### src/rtl/decode_iqueue.sv
// decode_iqueue: DEPTH-entry fetch-to-decode FIFO of {hit, predBJ, pc, instr} records
// Ports: clk/reset (async, active-high); fetch side push_F, buffIn_D, full_F;
// decode side stall_D, flush_DF, mispred_D and head outputs valid_D, count_D,
// hit_D, predBJ_D, pc_D, instr_D, rs_D/rt_D/rd_D; ovf_D pulses after a dropped push.
module decode_iqueue #(
  parameter int WIDTH = 32,
  parameter int DEPTH = 4,
  parameter int CNTW  = $clog2(DEPTH+1)
) (
  input  logic               clk,
  input  logic               reset,
  input  logic               push_F,
  input  logic [2*WIDTH+1:0] buffIn_D,
  input  logic               stall_D,
  input  logic               flush_DF,
  input  logic               mispred_D,
  output logic               full_F,
  output logic               valid_D,
  output logic [CNTW-1:0]    count_D,
  output logic               hit_D,
  output logic               predBJ_D,
  output logic [WIDTH-1:0]   pc_D,
  output logic [WIDTH-1:0]   instr_D,
  output logic [4:0]         rs_D,
  output logic [4:0]         rt_D,
  output logic [4:0]         rd_D,
  output logic               ovf_D
);
  localparam int RW = 2*WIDTH+2;
  localparam int PW = $clog2(DEPTH);
  logic [RW-1:0]   mem_q [DEPTH];
  logic [PW-1:0]   rd_q, rd_d, wr_q, wr_d;
  logic [CNTW-1:0] cnt_q, cnt_d;
  logic            ovf_q, ovf_d;
  logic            pop, push_ok, we, misp;
  function automatic logic [PW-1:0] inc(input logic [PW-1:0] p);
    return (p == PW'(DEPTH-1)) ? '0 : p + 1'b1;
  endfunction
  assign valid_D = cnt_q != '0;
  assign full_F  = cnt_q == CNTW'(DEPTH);
  assign count_D = cnt_q;
  assign ovf_D   = ovf_q;
  assign pop     = valid_D & ~stall_D;
  assign push_ok = push_F & (~full_F | pop);
  assign misp    = mispred_D & valid_D & ~flush_DF;
  // empty queue presents an all-zero record so decode sees a NOP bubble
  assign {hit_D, predBJ_D, pc_D, instr_D} = valid_D ? mem_q[rd_q] : '0;
  assign rs_D = instr_D[25:21];
  assign rt_D = instr_D[20:16];
  assign rd_D = instr_D[15:11];
  always_comb begin
    we    = ~flush_DF & ~misp & push_ok;
    ovf_d = ~flush_DF & ~misp & push_F & full_F & ~pop;
    rd_d  = flush_DF ? '0 : (pop ? inc(rd_q) : rd_q);
    // a mispredict keeps at most the head, so the write slot restarts just past it
    wr_d  = flush_DF ? '0 : misp ? inc(rd_q) : (push_ok ? inc(wr_q) : wr_q);
    cnt_d = flush_DF ? '0 : misp ? CNTW'(stall_D) : cnt_q + CNTW'(push_ok) - CNTW'(pop);
  end
  always_ff @(posedge clk or posedge reset)
    if (reset) begin
      rd_q  <= '0;
      wr_q  <= '0;
      cnt_q <= '0;
      ovf_q <= 1'b0;
    end else begin
      rd_q  <= rd_d;
      wr_q  <= wr_d;
      cnt_q <= cnt_d;
      ovf_q <= ovf_d;
    end
  always_ff @(posedge clk)
    if (we) mem_q[wr_q] <= buffIn_D;
endmodule

### config.mk
export PLATFORM = sky130hd
export DESIGN_NAME = decode_iqueue
export DESIGN_NICKNAME = d
export VERILOG_FILES = /design/src/rtl/decode_iqueue.sv
export SDC_FILE = /design/constraint.sdc
export NUM_CORES = 1
export LEC_CHECK = 0
export BUFFER_PORTS_ARGS = -buffer_cell sky130_fd_sc_hd__buf_2
export CORE_ASPECT_RATIO = 1.5
export CORE_MARGIN = 2
export CORE_UTILIZATION = 50
export CTS_CLUSTER_SIZE = 28
export DETAILED_ROUTE_END_ITERATION = 16
export GPL_ROUTABILITY_DRIVEN = 0
export PLACE_DENSITY = 0.71
export SLEW_MARGIN = 20
export SYNTH_ARGS = -nofsm -noshare
export SYNTH_HDL_FRONTEND = slang
export SYNTH_SLANG_ARGS = --single-unit
export TNS_END_PERCENT = 1
### constraint.sdc
create_clock -name clk -period 6.8 [get_ports clk]
set_input_delay 1.02 -clock clk [delete_from_list [all_inputs] [get_ports clk]]
set_output_delay 1.02 -clock clk [all_outputs]
set_load 0.005 [all_outputs]
==> reports/qor.yml <==
outcome: "finished clean"
synthMuxAreaShare: 0.141
worst_slack_ns: 2.73
tritoncts: "yes"
ctsHoldBuffers: 0
cpPeakStageDelay_ns: 0.95
cts_buffers: 25
syn_nets: 572
synth_compound_area_frac: 0.00705
synth_xor_area_frac: 0.00165
synth_top_family_by_area: "multiplexers"
end_kind: "primary output"
drtAntennaViolNets: 0
drive_above_1_share: 0.416
async_flop_share: 0.0294
vias: 5070
antenna_found_initial: 5
skew_ns: 0.0222
p_sw_frac: 0.270
rows: 65
io_buffer_count: 158
fin_setup_tns_ns: 0
grt_setup_unrepaired: "no"
die_x_um: 123
final_util: 0.591
die_h_um: 183
core_area_um2: 21000
fillers: 1541
synth_seq_cells: 272
slew_headroom: 0.281
layout_common_cells: "edfxtp_1, buf_2, and2_1"
yosysWarnings: 0
drc: 0
clkTransAtPathRegs_ns: 0.07
yosys.area_share.simple: 0.0516
cp_cell_sequence: "buf_4 > mux4_2 > and2_1 > buf_2"
critPathLaunchType: "flop"
dpl.hpwl_um: 11100
startpoint: "rd_q[0]$_DFFE_PP0P_"
power_frac_clock: 0.295
place_ws_ns: 3.17
switchingPower_mw: 1.26
clk_latency_ns: 0.51
synth_area_um2: 10600
drt_iter0_drc: 390
crit_fanout: 41
worst_path_max_delay_cell: "dfrtp_4"
synthAdderAreaFrac: 0.00893
cts_setup_buffers: 0
setup_violations: 0
arrival_ns: 3.05
power_density_nw_per_um2: 375
syn2layout_area_growth_pct: 16.4
wl_per_cell_um: 21.0
vias_per_cell: 5.45
syn-instance-count: 493
layoutNonFillerInstCount: 930
yosysTopAreaCellShare: 0.745
combPwrFrac: 0.249
cts_sinks: 272
grt_pass1_wl_um: 30200
final.min_clock_period_ns: 4.07
clockRootBuffer: "clkbuf_16"
synth_area_leaders: "edfxtp_1, mux4_2, and2_1, dfrtp_1, buf_4"
die_area_um2: 22500
synth-seq-area-share: 0.763
synth.distinct_cells: 33
maxCapViolations: 0
grt_use_total: 0.178
max_freq_ghz: 0.246
intPower_mw: 3.39
seq_area_um2: 8140
postCtsResizedCells: 0
cts_buffer_depth: 3
yosysTopAreaCell: "edfxtp_1"
min_path_type: "primary input to async pin"
initial_core_util: 0.507
yosys_most_used_dff: "edfxtp_1"
ios: 159
multi_input_area_um2: 2250
hold_violations: 0
grt_pass1_vias: 5488
firstDrtPassIters: 4
h-tree-depth: 1
nets: 720
worstMarginPinSlew_ns: 1.08
grt_max_degree: 69
path_class: "flop to primary output"
place_inst: 881
pwr-share-seq: 0.456
vdd_drop_max_mv: 0.243
slew_violations: 0
worstReg2RegStart: "count_D[1]$_DFF_PP0_"
wl_um: 19600
final_common_cell: "edfxtp_1"
crit_required_ns: 5.78
avgSynthCellArea_um2: 21.6
gr-total-overflow: 0
p_leak_nw: 4.27
min_period_over_period: 0.598
synth_edf_count: 264
-- metrics by stage --
stage | hold slack [ns] | total power, mW | instance area [µm²]
finish | 0.443 | 4.65 | 12400
global route | 0.471 | 4.90 | 12400
CTS | 0.437 | 4.72 | 12400
detailed placement | 0.650 | 3.34 | 11500
global placement | 0.603 | 3.31 | 11500
floorplan | 0.574 | 2.92 | 10600
-- cells in the mapped netlist (2+ instances only) --
| cell type | instances |
|---|---|
| buf_4 | 17 |
| inv_1 | 7 |
| and3_1 | 4 |
| buf_1 | 2 |
| nor3_1 | 2 |
| nor3b_1 | 2 |
| dfrtp_1 | 8 |
| nor2_1 | 3 |
| buf_12 | 2 |
| buf_2 | 8 |
| o21ai_0 | 4 |
| ha_1 | 6 |
| and2_1 | 67 |
| a21oi_1 | 3 |
| edfxtp_1 | 264 |
| a221oi_1 | 2 |
| xnor2_1 | 2 |
| clkbuf_1 | 9 |
| or3_1 | 2 |
| mux4_2 | 66 |
-- worst paths after layout --
kind	to	slack, ns	depth (start not counted)
worst min-delay path	count_D[1]$_DFF_PP0_	0.44	2
worst min register to register	wr_q[0]$_DFFE_PP0P_	0.66	2
worst max-delay path	pc_D[31]	2.73	4
worst max register to register	mem_q[1][8]$_DFFE_PP_	4.15	3
min in group clk	wr_q[0]$_DFFE_PP0P_	0.66	2
max in group asynchronous	rd_q[1]$_DFFE_PP0P_	6.07	2
-- sequential cells by signal, summed over array words and instances, names as in the netlist --
name,count
rd_q,2
mem_q,264
count_D,3
ovf_D,1
wr_q,2
-- worst max-delay path: cells and delay by family, from the launching register on --
family                 cells  cell delay, ns
flip-flops                 1            0.95
buffers and inverters      2            0.77
multiplexers               1            0.62
AND/OR/NAND/NOR            1            0.18
-- final cells by class --
| cell class | instances | share of cell area |
|---|---|---|
| Antenna cell | 4 | 0.000807 |
| Clock buffer | 28 | 0.0514 |
| Tap cell | 268 | 0.0270 |
| Multi-Input combinational cell | 175 | 0.182 |
| Inverter | 7 | 0.00222 |
| Sequential cell | 272 | 0.656 |
| Timing Repair Buffer | 160 | 0.0666 |
| Clock inverter | 16 | 0.0140 |
-- logic make-up (layout without fill, tap and decap cells) --
kind of cell    after synthesis  in the layout
compound gates               12             12
xor+xnor                      2              2
fa+ha+maj                     7              7
buf+inv                      46            211
flops                       272            272
mux                          67             67
other cells                   0              4
simple gates                 87             87
-- power by group through the flow --
stage / Clock [mW] / Sequential, mW / Combinational, mW
global route: 1.46 / 2.15 / 1.29
global placement: 0 / 2.15 / 1.16
CTS: 1.40 / 2.13 / 1.18
floorplan: 0 / 2.08 / 0.843
finish: 1.37 / 2.12 / 1.16
detailed placement: 0 / 2.17 / 1.18
-- routing by layer --
metal	global-route usage	vias up	part of all wire
met5	0	-	0.0011
met4	0.0568	4	0.022
met3	0.0281	31	0.047
met2	0.316	148	0.54
met1	0.222	2614	0.39
li1	-	2273	-
(Power assumes the default switching activity.)
